### config.mk
export PLATFORM = sky130hd
export DESIGN_NAME = button_debouncer
export DESIGN_NICKNAME = d
export VERILOG_FILES = /design/src/rtl/test_clk_pkg.sv /design/src/rtl/button_debouncer.sv
export SDC_FILE = /design/constraint.sdc
export NUM_CORES = 1
export LEC_CHECK = 0
export CAP_MARGIN = 15
export CORE_AREA = 10 10 47 49
export CTS_BUF_LIST = sky130_fd_sc_hd__clkbuf_8
export DETAILED_ROUTE_END_ITERATION = 6
export DIE_AREA = 0 0 57 59
export GPL_ROUTABILITY_DRIVEN = 0
export PLACE_DENSITY = 0.3
export REMOVE_ABC_BUFFERS = 1
export SLEW_MARGIN = 0
export SYNTH_ARGS = -nofsm -noshare
export SYNTH_HDL_FRONTEND = slang
export SYNTH_SLANG_ARGS = --single-unit
### constraint.sdc
create_clock -name clk -period 0.8 [get_ports clk]
set_clock_uncertainty 0.05 [all_clocks]
set_input_delay 0.16 -clock clk [delete_from_list [all_inputs] [get_ports clk]]
set_output_delay 0.16 -clock clk [all_outputs]
set_load 0.05 [all_outputs]
### src/rtl/test_clk_pkg.sv
`default_nettype none
// ============================================================================
// Module      : test_clk_pkg
// Description : Shared constants and sizing helpers for the board bring-up
//               block (oscillator heartbeat + debounced push-button toggle).
// Revision    : 1.0 - initial release
// ============================================================================
package test_clk_pkg;

    localparam int DEFAULT_OSC_F        = 24000000;
    localparam int DEFAULT_DEBOUNCE_DIV = 100;
    localparam int MIN_DB_LEN           = 2;

    // Bit positions within the LED vector
    localparam int LED_HEART = 0;
    localparam int LED_HALF  = 1;
    localparam int LED_BTN   = 2;

    typedef logic [2:0] led_t;

    // Lower-bound a derived constant (guards tiny simulation frequencies)
    function automatic int clamp_min(input int value, input int lo);
        return (value < lo) ? lo : value;
    endfunction

    // Bits needed for a counter that runs 0..n-1; never less than one bit
    function automatic int cnt_width(input int n);
        return (n > 1) ? $clog2(n) : 1;
    endfunction

endpackage : test_clk_pkg
`default_nettype wire

### src/rtl/button_debouncer.sv
`default_nettype none
// ============================================================================
// Module      : button_debouncer
// Description : Two-flop synchroniser followed by a debounce counter. The
//               debounced level follows the synchronised button only after
//               it has disagreed for DB_LEN consecutive cycles.
// Ports       : clk      - clock
//               rst      - synchronous active-high reset
//               i_button - raw button level, asynchronous to clk
//               o_level  - registered debounced level
//               o_rise   - one-cycle pulse, high in the cycle whose closing
//                          edge moves o_level from 0 to 1
// Revision    : 1.0 - initial release
// ============================================================================
module button_debouncer
    import test_clk_pkg::*;
#(
    parameter int DB_LEN = MIN_DB_LEN
) (
    input  logic clk,
    input  logic rst,
    input  logic i_button,
    output logic o_level,
    output logic o_rise
);

    localparam int             C_CW   = cnt_width(DB_LEN);
    localparam logic [C_CW-1:0] C_LAST = C_CW'(DB_LEN - 1);

    logic            sync1_q, sync1_d;
    logic            sync2_q, sync2_d;
    logic            level_q, level_d;
    logic [C_CW-1:0] cnt_q,   cnt_d;

    always_comb begin
        sync1_d = i_button;
        sync2_d = sync1_q;
        level_d = level_q;
        cnt_d   = '0;
        if (sync2_q != level_q) begin
            if (cnt_q == C_LAST) begin
                level_d = sync2_q;
            end else begin
                cnt_d = cnt_q + 1'b1;
            end
        end
    end

    always_ff @(posedge clk) begin
        if (rst) begin
            sync1_q <= 1'b0;
            sync2_q <= 1'b0;
            level_q <= 1'b0;
            cnt_q   <= '0;
        end else begin
            sync1_q <= sync1_d;
            sync2_q <= sync2_d;
            level_q <= level_d;
            cnt_q   <= cnt_d;
        end
    end

    assign o_level = level_q;
    // Decoded from the next-state so the consumer can act on the same edge
    // that commits the new level; driven only by flops, never by i_button.
    assign o_rise  = level_d & ~level_q;

endmodule : button_debouncer
`default_nettype wire

==> results by group <==
Power and ir drop
  • Total power: 0.000665 W
  • Sw Share: 0.168
  • Static Leak: 0.117 nW
  • Reg power frac: 0.318
  • Pwr/cell area: 2230 nW/µm²
  • Combinational power share: 0.057
  • Internal: 0.000553 W
  • Worst VDD drop: 0.000641 V
  • Clock share of power: 0.625
  • Switching pwr: 0.000112 W

Global routing
  • Vias in the first global route: 139
  • Initial antenna violation count: 0
  • First-pass GRT wire length: 545 µm
  • Grt ovf: 0
  • Total GRT Usage: 0.0246
  • Pin count of the biggest net entering global routing: 5

CTS
  • Clock Pin Slew Worst Setup and Hold Paths: 0.03 ns
  • Worst-skew pair later-pin latency: 0.21 ns
  • Clk sink count: 4
  • CTS tree: done
  • # hold bufs at CTS: 0
  • Post-CTS Setup Repair Bufs: 0
  • H-tree Lvls: 1
  • Root buffer cell: clkbuf_8
  • CTS max path bufs: 2
  • CTS Buf Count: 3

Yosys
  • Seq/Total Area, Yosys: 0.593
  • Synth area leaders: dfxtp_1 59%, nor2b_1 9.3%, and3b_2 7.4%
  • Synth Warn #: 0
  • Post-synth cell types: 7
  • Syn avg cell area: 12.3 µm²
  • Area of the mapped netlist: 135 µm²
  • Syn Inst Count: 11
  • #FFs+latches synth: 4
  • Dominant cell type by area after synthesis: dfxtp_1
  • Synth top area share: 0.593

Floorplan
  • I/O pin count: 5
  • Row Count: 14
  • Starting Density: 0.0964
  • Chip height: 59 µm
  • Die Area: 3360 µm²
  • Core Footprint: 1400 µm²
  • Die span in x: 57 µm

Detailed routing
  • Vias per std cell: 3.00
  • Routed Antenna Nets: 0
  • Final WL: 293 µm
  • Starting DRT DRC Count: 0
  • WL per Instance: 7.92 µm
  • Vias post-DR: 111
  • DRT Pass-1 Iters: 1
  • DRC violations left: 0

Worst setup path
  • Largest delay share family, worst path: flip-flops
  • R2R depth: 3
  • Crit path kind: register to output port
  • Worst setup SP type: register
  • Worst path slowest cell: dfxtp_2
  • Critical path, cell by cell: and3b_2 -> buf_12
  • Arrival @ worst endpoint: 0.90 ns
  • WP depth: 2
  • Crit-path max FO: 2
  • CP Capture Type: output port
  • CP bufs+invs: 1
  • Slowest stage delay, CP: 0.30 ns
  • Crit path required time: 0.59 ns

Timing
  • # setup viols final: 3
  • Max transition margin: 0.884
  • PnR worst setup slack: -0.308 ns
  • Worst-Margin Slew: 0.174 ns
  • Period utilisation layout: 1.38
  • Final count of hold timing violations: 0
  • Max-slew violation count: 0
  • Unrepaired setup endpoints after global routing: yes
  • F_max: 903 MHz
  • Tmin final: 1.11 ns

Final layout
  • Fin nets: 26
  • Layout area overhead: 120%
  • Filler cells: 164
  • Ant diodes: 0
  • Layout cells sized above 1: 0.667
  • Final instance area: 298 µm²
  • Non-filler cells, final: 37

Flow run
  • Max Cap Viol: 0

Place
  • Inst Count DP: 34
  • Place WS: -0.162 ns
  • Dpl cell area: 238 µm²
  • Port Buffer Count: 4

Hold path
  • Worst Hold Path Cells: 1
  • Worst hold path type: register to register

Status
  • Status: complete, but fails checks
  • Failing checks: setup timing
[layer usage]
metal | up-vias | wire length, µm | track usage
met5 | - | 0 | 0
met4 | 0 | 0 | 0.0403
met3 | 0 | 44 | 0.0236
met2 | 5 | 120 | 0.0279
met1 | 50 | 128 | 0.0188
li1 | 56 | - | -
[area by class of cell]
type,instances,area (µm²),area share
tap,16,20.0,0.0672
timing repair buffer,7,90.1,0.303
sequential,4,83.8,0.282
clock buffer,3,41.3,0.139
multi-input combinational,7,62.6,0.210
[cell usage after synthesis]
| cell | n |
|---|---|
| nor2b_1 | 2 |
| dfxtp_1 | 4 |
| nor2_1 | 1 |
| xnor2_1 | 1 |
| and3b_2 | 1 |
| nor3_2 | 1 |
| mux2i_1 | 1 |
[per-stage QoR]
| step | utilization | TNS, ns | hold slack, ns |
|---|---|---|---|
| after CTS | 0.207 | -0.571 | 0.385 |
| after global routing | 0.213 | -0.683 | 0.397 |
| after floorplan | - | -0.905 | 0.181 |
| after global placement | 0.170 | -0.661 | 0.370 |
| after detailed placement | 0.170 | -0.719 | 0.377 |
| final | 0.213 | -0.525 | 0.382 |
[sequential cells by signal (all words and copies together), names as in the netlist]
name and flops:
cnt_q 1, sync2_q 1, sync1_q 1, o_level 1
[power by group through the flow]
stage | registers, W | logic, W | clock network, W
5_1_grt | 0.000212 | 0.0000413 | 0.000463
2_1_floorplan | 0.000215 | 0.00000888 | 0
6_report | 0.000211 | 0.0000380 | 0.000416
3_3_place_gp | 0.000212 | 0.0000339 | 0
4_1_cts | 0.000210 | 0.0000379 | 0.000435
3_5_place_dp | 0.000213 | 0.0000343 | 0
[path summary, 6_finish.rpt]
check / startpoint / end / slack [ns]
worst min register to register: sync1_q$_SDFF_PP0_ / sync2_q$_SDFF_PP0_ / 0.38
worst min-delay path: sync1_q$_SDFF_PP0_ / sync2_q$_SDFF_PP0_ / 0.38
worst max-delay path: o_level$_SDFF_PP0_ / o_rise / -0.31
worst max register to register: cnt_q$_SDFF_PP0_ / o_level$_SDFF_PP0_ / 0
[cells in the final DEF (no fill, tap or decap), drive strengths merged]
master / instances
and3b: 1
buf: 5
clkbuf: 3
clkdlybuf4s50: 2
dfxtp: 4
mux2i: 1
nor2: 1
nor2b: 2
nor3: 1
xnor2: 1
[cells by family (layout without fill, tap and decap cells)]
family | count (synthesis) | count (layout) | share of synthesized area
xor+xnor | 1 | 1 | 0.0648
buf+inv | 0 | 10 | 0
flops | 4 | 4 | 0.593
mux | 1 | 1 | 0.0741
simple gates | 5 | 5 | 0.268
[repair_timing]
action | 4_1_cts | 5_1_grt
gates cloned | 0 | 0
pin swaps | 1 | 1
resized for setup | 2 | 4
endpoints found under the setup margin | 4 | 4
No activity file was read; power rests on OpenSTA's default activity.
